==> config.mk <==
export PLATFORM = sky130hd
export DESIGN_NAME = mips_mc_ctrl
export DESIGN_NICKNAME = d
export VERILOG_FILES = /design/src/rtl/mips_mc_ctrl.sv
export SDC_FILE = /design/constraint.sdc
export NUM_CORES = 1
export LEC_CHECK = 0
export CAP_MARGIN = 20
export CORE_MARGIN = 2
export CORE_UTILIZATION = 44
export DETAILED_ROUTE_END_ITERATION = 12
export PLACE_DENSITY_LB_ADDON = 0.25
export SETUP_SLACK_MARGIN = 0.1
export SYNTH_ARGS = -nofsm -noshare
export SYNTH_HDL_FRONTEND = slang
export SYNTH_SLANG_ARGS = --single-unit
==> constraint.sdc <==
create_clock -name clk -period 2.44 [get_ports clk]
set_input_delay 0.488 -clock clk [delete_from_list [all_inputs] [get_ports clk]]
set_output_delay 0.488 -clock clk [all_outputs]
set_load 0.005 [all_outputs]
==> src/rtl/mips_mc_ctrl.sv <==
// Multi-cycle MIPS control unit: Moore FSM that sequences the shared
// datapath (FETCH/DECODE/execute/writeback), waits on data memory with a
// bounded timeout, and keeps sticky error flags plus a retired-instruction
// counter.
module mips_mc_ctrl #(
  parameter int unsigned MEM_TIMEOUT = 16
) (
  input  logic        clk,
  input  logic        rst,
  input  logic [5:0]  opc,
  input  logic [5:0]  func,
  input  logic        zero,
  input  logic        mem_ready,
  output logic        pc_write,
  output logic        ir_write,
  output logic [2:0]  ALUOpration,
  output logic        MemRead,
  output logic        MemWrite,
  output logic        RegWrite,
  output logic        PCSrc,
  output logic        RegDst,
  output logic        ALUSrc,
  output logic        MemToReg,
  output logic        PCToReg,
  output logic        LastReg,
  output logic        AdrToPC,
  output logic        RegToPC,
  output logic        instr_done,
  output logic        illegal,
  output logic        mem_err,
  output logic [31:0] instr_count
);

  localparam int unsigned WAIT_W = $clog2(MEM_TIMEOUT + 1);

  // Opcodes
  localparam logic [5:0] OP_RTYPE = 6'b000000;
  localparam logic [5:0] OP_ADDI  = 6'b001000;
  localparam logic [5:0] OP_SLTI  = 6'b001010;
  localparam logic [5:0] OP_LW    = 6'b100011;
  localparam logic [5:0] OP_SW    = 6'b101011;
  localparam logic [5:0] OP_BEQ   = 6'b000100;
  localparam logic [5:0] OP_J     = 6'b000010;
  localparam logic [5:0] OP_JAL   = 6'b000011;

  // R-type function codes
  localparam logic [5:0] F_ADD = 6'b100000;
  localparam logic [5:0] F_SUB = 6'b100010;
  localparam logic [5:0] F_AND = 6'b100100;
  localparam logic [5:0] F_OR  = 6'b100101;
  localparam logic [5:0] F_SLT = 6'b101010;
  localparam logic [5:0] F_JR  = 6'b001000;

  // ALU operation encodings
  localparam logic [2:0] ALU_AND = 3'b000;
  localparam logic [2:0] ALU_OR  = 3'b001;
  localparam logic [2:0] ALU_ADD = 3'b010;
  localparam logic [2:0] ALU_SUB = 3'b011;
  localparam logic [2:0] ALU_SLT = 3'b100;

  typedef enum logic [3:0] {
    S_FETCH, S_DECODE, S_R_EXE, S_R_WB, S_I_EXE, S_I_WB, S_MEM_ADR,
    S_LW_RD, S_LW_WB, S_SW_WR, S_BEQ, S_JUMP, S_JAL, S_JR, S_ILL
  } state_e;

  // All datapath controls bundled so reset gating is a single assignment.
  typedef struct packed {
    logic       pc_write;
    logic       ir_write;
    logic [2:0] alu_op;
    logic       mem_read;
    logic       mem_write;
    logic       reg_write;
    logic       pc_src;
    logic       reg_dst;
    logic       alu_src;
    logic       mem_to_reg;
    logic       pc_to_reg;
    logic       last_reg;
    logic       adr_to_pc;
    logic       reg_to_pc;
    logic       instr_done;
  } ctrl_t;

  state_e            state_q, state_d;
  logic [WAIT_W-1:0] wait_q, wait_d;
  logic [31:0]       count_q;
  logic              illegal_q;
  logic              mem_err_q;
  logic              in_mem_wait;
  logic              timeout;
  ctrl_t             ctrl;
  ctrl_t             ctrl_out;

  function automatic logic r_func_legal(input logic [5:0] f);
    return (f == F_ADD) || (f == F_SUB) || (f == F_AND) ||
           (f == F_OR)  || (f == F_SLT);
  endfunction

  function automatic logic [2:0] r_alu_op(input logic [5:0] f);
    logic [2:0] op;
    op = ALU_AND;
    case (f)
      F_ADD:   op = ALU_ADD;
      F_SUB:   op = ALU_SUB;
      F_AND:   op = ALU_AND;
      F_OR:    op = ALU_OR;
      F_SLT:   op = ALU_SLT;
      default: op = ALU_AND;
    endcase
    return op;
  endfunction

  // The wait counter holds the number of mem_ready=0 cycles already spent in
  // the memory state; abort happens in the MEM_TIMEOUT-th such cycle, and a
  // mem_ready in that same cycle still completes normally.
  assign in_mem_wait = (state_q == S_LW_RD) || (state_q == S_SW_WR);
  assign timeout     = in_mem_wait && !mem_ready &&
                       (wait_q == WAIT_W'(MEM_TIMEOUT - 1));

  // Next-state selection from current state, decoded opcode and handshakes.
  always_comb begin
    // NOTE: every combinationally assigned signal gets a default first so no
    // path through the case can leave it unassigned and infer a latch.
    state_d = state_q;
    unique case (state_q)
      S_FETCH:   state_d = S_DECODE;
      S_DECODE: begin
        case (opc)
          OP_RTYPE: begin
            if (func == F_JR)            state_d = S_JR;
            else if (r_func_legal(func)) state_d = S_R_EXE;
            else                         state_d = S_ILL;
          end
          OP_ADDI, OP_SLTI: state_d = S_I_EXE;
          OP_LW, OP_SW:     state_d = S_MEM_ADR;
          OP_BEQ:           state_d = S_BEQ;
          OP_J:             state_d = S_JUMP;
          OP_JAL:           state_d = S_JAL;
          default:          state_d = S_ILL;
        endcase
      end
      S_R_EXE:   state_d = S_R_WB;
      S_I_EXE:   state_d = S_I_WB;
      S_MEM_ADR: state_d = (opc == OP_SW) ? S_SW_WR : S_LW_RD;
      S_LW_RD: begin
        if (mem_ready)    state_d = S_LW_WB;
        else if (timeout) state_d = S_FETCH;
      end
      S_SW_WR: begin
        if (mem_ready || timeout) state_d = S_FETCH;
      end
      default:   state_d = S_FETCH;
    endcase
  end

  // Wait counter: cleared while computing the address, counts stalled cycles.
  always_comb begin
    wait_d = wait_q;
    if (state_q == S_MEM_ADR) begin
      wait_d = '0;
    end else if (in_mem_wait && !mem_ready) begin
      wait_d = wait_q + WAIT_W'(1);
    end
  end

  // Moore control decode: everything 0 unless the current state asserts it.
  always_comb begin
    ctrl = '0;
    unique case (state_q)
      S_FETCH: begin
        ctrl.pc_write = 1'b1;
        ctrl.ir_write = 1'b1;
      end
      S_R_EXE: ctrl.alu_op = r_alu_op(func);
      S_R_WB: begin
        ctrl.alu_op     = r_alu_op(func);
        ctrl.reg_dst    = 1'b1;
        ctrl.reg_write  = 1'b1;
        ctrl.instr_done = 1'b1;
      end
      S_I_EXE: begin
        ctrl.alu_src = 1'b1;
        ctrl.alu_op  = (opc == OP_SLTI) ? ALU_SLT : ALU_ADD;
      end
      S_I_WB: begin
        ctrl.alu_src    = 1'b1;
        ctrl.alu_op     = (opc == OP_SLTI) ? ALU_SLT : ALU_ADD;
        ctrl.reg_write  = 1'b1;
        ctrl.instr_done = 1'b1;
      end
      S_MEM_ADR: begin
        ctrl.alu_src = 1'b1;
        ctrl.alu_op  = ALU_ADD;
      end
      S_LW_RD: begin
        ctrl.alu_src    = 1'b1;
        ctrl.alu_op     = ALU_ADD;
        ctrl.mem_read   = 1'b1;
        ctrl.instr_done = timeout;
      end
      S_LW_WB: begin
        ctrl.alu_src    = 1'b1;
        ctrl.alu_op     = ALU_ADD;
        ctrl.mem_read   = 1'b1;
        ctrl.mem_to_reg = 1'b1;
        ctrl.reg_write  = 1'b1;
        ctrl.instr_done = 1'b1;
      end
      S_SW_WR: begin
        ctrl.alu_src    = 1'b1;
        ctrl.alu_op     = ALU_ADD;
        ctrl.mem_write  = !timeout;
        ctrl.instr_done = mem_ready || timeout;
      end
      S_BEQ: begin
        ctrl.alu_op     = ALU_SUB;
        ctrl.pc_src     = 1'b1;
        ctrl.pc_write   = zero;
        ctrl.instr_done = 1'b1;
      end
      S_JUMP: begin
        ctrl.adr_to_pc  = 1'b1;
        ctrl.pc_write   = 1'b1;
        ctrl.instr_done = 1'b1;
      end
      S_JAL: begin
        ctrl.adr_to_pc  = 1'b1;
        ctrl.pc_write   = 1'b1;
        ctrl.pc_to_reg  = 1'b1;
        ctrl.last_reg   = 1'b1;
        ctrl.reg_write  = 1'b1;
        ctrl.instr_done = 1'b1;
      end
      S_JR: begin
        ctrl.reg_to_pc  = 1'b1;
        ctrl.pc_write   = 1'b1;
        ctrl.instr_done = 1'b1;
      end
      default: ctrl = '0;
    endcase
  end

  // While reset is held the FSM sits in FETCH, but its strobes must stay low.
  assign ctrl_out = rst ? ctrl : '0;

  assign pc_write    = ctrl_out.pc_write;
  assign ir_write    = ctrl_out.ir_write;
  assign ALUOpration = ctrl_out.alu_op;
  assign MemRead     = ctrl_out.mem_read;
  assign MemWrite    = ctrl_out.mem_write;
  assign RegWrite    = ctrl_out.reg_write;
  assign PCSrc       = ctrl_out.pc_src;
  assign RegDst      = ctrl_out.reg_dst;
  assign ALUSrc      = ctrl_out.alu_src;
  assign MemToReg    = ctrl_out.mem_to_reg;
  assign PCToReg     = ctrl_out.pc_to_reg;
  assign LastReg     = ctrl_out.last_reg;
  assign AdrToPC     = ctrl_out.adr_to_pc;
  assign RegToPC     = ctrl_out.reg_to_pc;
  assign instr_done  = ctrl_out.instr_done;
  assign illegal     = illegal_q;
  assign mem_err     = mem_err_q;
  assign instr_count = count_q;

  // State, wait counter, retire counter and sticky error flags.
  always_ff @(posedge clk or negedge rst) begin
    if (!rst) begin
      state_q   <= S_FETCH;
      wait_q    <= '0;
      count_q   <= '0;
      illegal_q <= 1'b0;
      mem_err_q <= 1'b0;
    end else begin
      // NOTE: non-blocking assignments so every register samples the values
      // from before this edge, independent of statement order.
      state_q   <= state_d;
      wait_q    <= wait_d;
      count_q   <= count_q + 32'(ctrl.instr_done);
      illegal_q <= illegal_q | (state_q == S_ILL);
      mem_err_q <= mem_err_q | timeout;
    end
  end

endmodule

# Word-level counts from Yosys, hierarchy flattened
# Cells that the tools add are included.
# Widths: inputs -> output; s select.
[classes] n_reduce_logical=25 mux=27 n_eq_ne=30 add_sub_neg=2 n_bitwise=2
[op_table] op="$eq 6x6->1 const B" n=7
[op_table] op="$add 32x1->32" n=1
[op_table] op="$eq 4x4->1 const B" n=7
[op_table] op="$pmux 4 s7" n=1
[op_table] op="$mux 4" n=6
[op_table] op="$pmux 3 s4" n=2
[op_table] op="$pmux 4 s6" n=1
[op_table] op="$eq 6x4->1 const B" n=3
[op_table] op="$mux 17" n=1
[op_table] op="$eq 4x3->1 const B" n=4
[op_table] op="$eq 6x2->1 const B" n=2
[op_table] op="$reduce_or 2->1" n=6
[op_table] op="$reduce_or 4->1" n=3
[op_table] op="$mux 1" n=10
[op_table] op="$mux 5" n=2
[op_table] op="$eq 4x2->1 const B" n=2
[op_table] op="$reduce_or 7->1" n=1
[op_table] op="$eq 6x3->1 const B" n=1
[op_table] op="$logic_not 6->1" n=1
[op_table] op="$logic_or 1x1->1" n=6
[op_table] op="$reduce_or 6->1" n=1
[op_table] op="$add 5x1->5 const B" n=1
[op_table] op="$eq 5x4->1 const B" n=1
[op_table] op="$eq 4x1->1 const B" n=1
[op_table] op="12 further kinds" n=15
[word_totals] reg_bits=43 out_inout_bits=51

# Longest topological paths before layout
# Gate-level depths: netlist of the first run.
[logic_depth] word_depth=9 ltp_mapped=10

# Least setup slack after synthesis of the first run
# Ideal clock, no wire load.
[synth_path] path_type="flip-flop to flip-flop" from="register wait_q[0]" to="register count_q[29], in the netlist instr_count[29]" stages_incl_launch_ff=11 synth_period_minus_slack_ns=2.539 t_required_ns=2.361 path_buffers=1 setup_ns=0.079 setup_slack_ns=-0.099 t_arrival_ns=2.460 cell_sequence="dfrtp_1 -> ha_1 -> and3_1 -> ha_1 -> o221a_2 -> ha_1 -> nand3_1 -> or4_1 -> buf_6 -> nor4_2 -> xor2_1"
[synth_via] elab_chain_len=5
[synth_lines] element="start, declared" line="86" source="logic [WAIT_W-1:0] wait_q, wait_d;"
[synth_lines] element="start signal, assigned" line="278" source="wait_q <= wait_d;"
[synth_lines] element="$eq 5x4->1 *" line="119" source="(wait_q == WAIT_W'(MEM_TIMEOUT - 1));"
[synth_lines] element="$logic_and 1x1->1 *" line="118" source="assign timeout = in_mem_wait && !mem_ready &&"
[synth_lines] element="$logic_or 1x1->1" line="214" source="ctrl.instr_done = mem_ready || timeout;"
[synth_lines] element="$pmux 1 s3 *" line="170" source="unique case (state_q)"
[synth_lines] element="$add 32x1->32 *" line="279" source="count_q <= count_q + 32'(ctrl.instr_done);"
[synth_lines] element="end signal, assigned" line="279"
[synth_lines] element="end, declared" line="87" source="logic [31:0] count_q;"
# Every way passes the cells marked *; elsewhere a longest branch is shown, timed or not.
# A chain may end at the register's enable or synchronous reset.

# Final worst setup path of the first run
[layout_path] from="register wait_q[0]" to="register count_q[27], in the netlist instr_count[27]"
# The elaborated chain is that of the path after synthesis.

==> results of run 1 <==
[per-stage QoR]
step / hold WS (ns) / instance area, µm² / setup WS (ns) / std cells / setup TNS [ns]
6_report: 0.0599 / 4010 / 0.0348 / 464 / 0
2_1_floorplan: 0.192 / 2600 / 0.107 / 272 / 0
4_1_cts: 0.0541 / 3840 / 0.00874 / 457 / 0
3_5_place_dp: 0.371 / 3580 / -0.379 / 436 / -4.91
3_3_place_gp: 0.369 / 3580 / -0.273 / 436 / -3.45
5_1_grt: 0.0585 / 4010 / -0.0796 / 464 / -0.302
[worst paths after layout]
check | start | endpoint | slack, ns | cells past startpoint
worst max-delay path | wait_q[0]$_DFFE_PN0P_ | instr_count[27]$_DFF_PN0_ | 0.03 | 10
worst min-delay path | rst | state_q[3]$_DFFE_PN0P_ | 0.06 | 1
worst max register to register | wait_q[0]$_DFFE_PN0P_ | instr_count[27]$_DFF_PN0_ | 0.03 | 10
worst min register to register | mem_err$_DFF_PN0_ | mem_err$_DFF_PN0_ | 0.49 | 1
max in group asynchronous | rst | mem_err$_DFF_PN0_ | 1.51 | 3
min in group clk | mem_err$_DFF_PN0_ | mem_err$_DFF_PN0_ | 0.49 | 1
[Yosys cell counts (all sizes together) (3+ instances only)]
cell / n / area [µm²]
nor3: 6 / 30.0
or3: 3 / 18.8
nand2: 18 / 67.6
o211ai: 3 / 22.5
and2: 4 / 25.0
ha: 4 / 50.1
dfrtp: 43 / 1080
nand3: 19 / 100
and4: 5 / 43.8
nand3b: 3 / 22.5
nor4: 7 / 71.3
xnor2: 18 / 158
a21oi: 9 / 45.0
clkbuf: 7 / 26.3
buf: 4 / 27.5
nor2b: 8 / 50.1
xor2: 13 / 114
nand2b: 10 / 62.6
nand4: 11 / 68.8
and3: 9 / 56.3
nor2: 18 / 67.6
o21ai: 15 / 75.1
inv: 6 / 22.5
[sequential cells by signal, summed over array words and instances (netlist names)]
name / cells
instr_count: 32
wait_q: 5
state_q: 4
illegal: 1
mem_err: 1
[cell families (layout without fill, tap and decap cells)]
| kind of cell | Yosys count | in the layout | share of synthesized area, % |
|---|---|---|---|
| simple gates | 130 | 130 | 29.7 |
| flops | 43 | 43 | 42.4 |
| compound gates | 46 | 46 | 11.9 |
| xor+xnor | 31 | 31 | 10.7 |
| mux | 1 | 1 | 0.394 |
| fa+ha+maj | 4 | 4 | 1.97 |
| buf+inv | 17 | 137 | 3.00 |
[layout make-up]
| cell class | instances | area [µm²] |
|---|---|---|
| Clock inverter | 1 | 7.51 |
| Clock buffer | 7 | 96.3 |
| Timing Repair Buffer | 123 | 1140 |
| Inverter | 6 | 22.5 |
| Sequential cell | 43 | 1080 |
| Tap cell | 72 | 90.1 |
| Fill cell | 413 | 1540 |
| Multi-Input combinational cell | 212 | 1570 |
[power breakdown]
group	switching [mW]	internal (mW)	leakage [nW]	total (mW)
clock	0.255	0.258	0.0505	0.513
sequential	0.127	0.821	0.567	0.947
combinational	0.613	0.786	1.30	1.40
[repair_timing]
item	CTS	global route
endpoints found under the setup margin	21	32
cloned	1	1
hold endpoints to repair	0	0
pin swaps	7	13
buffers inserted	12	6
gates resized for setup	28	34
[metal layers]
| layer | wire length (µm) | vias to the layer above |
|---|---|---|
| met1 | 2950 | 1198 |
| met5 | 0 | - |
| met3 | 328 | 5 |
| li1 | - | 1232 |
| met2 | 3690 | 69 |
| met4 | 50 | 0 |
==> flow_metrics.tcl, run 1 <==
set metrics [dict create \
    power_density_mw_per_mm2 714 \
    cp_slowest_cell "or4_4" \
    grt_pass1_wl_um 11400 \
    drv_cap 0 \
    drt-total-wl_um 7020 \
    clock_tree.root_cell "clkbuf_8" \
    cts_tree "yes" \
    path_clk_slew_ns 0.09 \
    antenna_found_initial 0 \
    worstPathArrival_ns 2.62 \
    status "finished clean" \
    min_period_ns 2.41 \
    layout_worst_path_cycle_share_pct 98.6 \
    track_usage_pct 22.3 \
    cts_buffers 5 \
    gp_congestion 0.868 \
    use_met3_pct 4.30 \
    finalCoreUtilization_pct 72.3 \
    drt-vias-per-instance 5.40 \
    wire_per_inst_um 15.1 \
    finClkSkew_ns 0.00458 \
    ys_seq_area_share_pct 42.4 \
    synthArstFlopShare_pct 100 \
    synth_warnings 0 \
    core-area_mm2 0.00554 \
    rsz0062_at_grt "true" \
    cp_max_fo 5 \
    cp_slowest_stage_delay_ns 0.46 \
    fp.dieH_um 80.0 \
    cp_cell_sequence "ha_2, and3_4, ha_4, o221a_4, ha_4, nand3_4, or4_4, buf_8, nor4_4, xor2_1" \
    htreeDepth 2 \
    synth_nets 292 \
    grt_pass1_vias 2458 \
    clock_sinks 43 \
    synth-seq-cells 43 \
    die_x_um 80.0 \
    relSlewSlack_pct 59.0 \
    dieArea_mm2 0.00640 \
    power_mw 2.86 \
    dp_hpwl_um 4810 \
    drive_above_1_share_pct 27.0 \
    hold_viol 0 \
    critPathRequiredTime_ns 2.66 \
    dr.pass1.iters 4 \
    synth-edff-count 0 \
    drv_slew 0 \
    startpoint_type "register" \
    path_buf_inv 1 \
    grt.busiest_layer "met2" \
    ir_drop_v 0.000401 \
    ys.flop_type "dfrtp_1" \
    path_class "register to register" \
    syn2layout_area_growth_pct 57.7 \
    max_freq_mhz 416 \
    start_util_pct 45.8 \
    leakage_nw 1.92 \
    clk_latency_ns 0.29 \
    nets 411 \
    initialDrtViolationCount 111 \
    tightest_slew_ns 0.606 \
    cp-end-kind "register" \
    finalSetupViolations 0 \
    drc 0 \
    n_antenna_cell 0 \
    ios 67 \
    mostFrequentLayoutCell "buf_4" \
    num_vias 2504 \
    worstHoldPathType "primary input to asynchronous set/reset pin" \
    cts_hold_buffers 0 \
    critical-path-top-delay-family "simple AND/OR/NAND/NOR gates" \
    gr-usage-met2_pct 39.2 \
    synth_cell_types 52 \
    rows 27 \
    synth_cells 272 \
    numPortBuffers 66 \
    grt_overflow_total 0 \
    ctsLongestPathBuffers 2 \
    grt_max_degree 37 \
    cpMostUsedCell "ha_4" \
    syn_area_per_cell_um2 9.34 \
    syn_area_mm2 0.00254 \
    ant_nets 0 \
    final_cell_mix "51 x buf_4, 45 x clkdlybuf4s50_1, 40 x dfrtp_1" \
    grt_util_met1_pct 28.2 \
]
Note: power is estimated with default switching activity, not from simulation.
==> run 2, diff against run 1 <==
--- a/config.mk
+++ b/config.mk
@@ -5,12 +5,14 @@
 export SDC_FILE = /design/constraint.sdc
 export NUM_CORES = 1
 export LEC_CHECK = 0
+export ABC_CLOCK_PERIOD_IN_PS = 2440
 export CAP_MARGIN = 20
 export CORE_MARGIN = 2
 export CORE_UTILIZATION = 44
 export DETAILED_ROUTE_END_ITERATION = 12
 export PLACE_DENSITY_LB_ADDON = 0.25
 export SETUP_SLACK_MARGIN = 0.1
+export SLEW_MARGIN = 5
 export SYNTH_ARGS = -nofsm -noshare
 export SYNTH_HDL_FRONTEND = slang
 export SYNTH_SLANG_ARGS = --single-unit
==> results of run 2 <==
Final layout, timing and power as in run 1 (identical DEF).
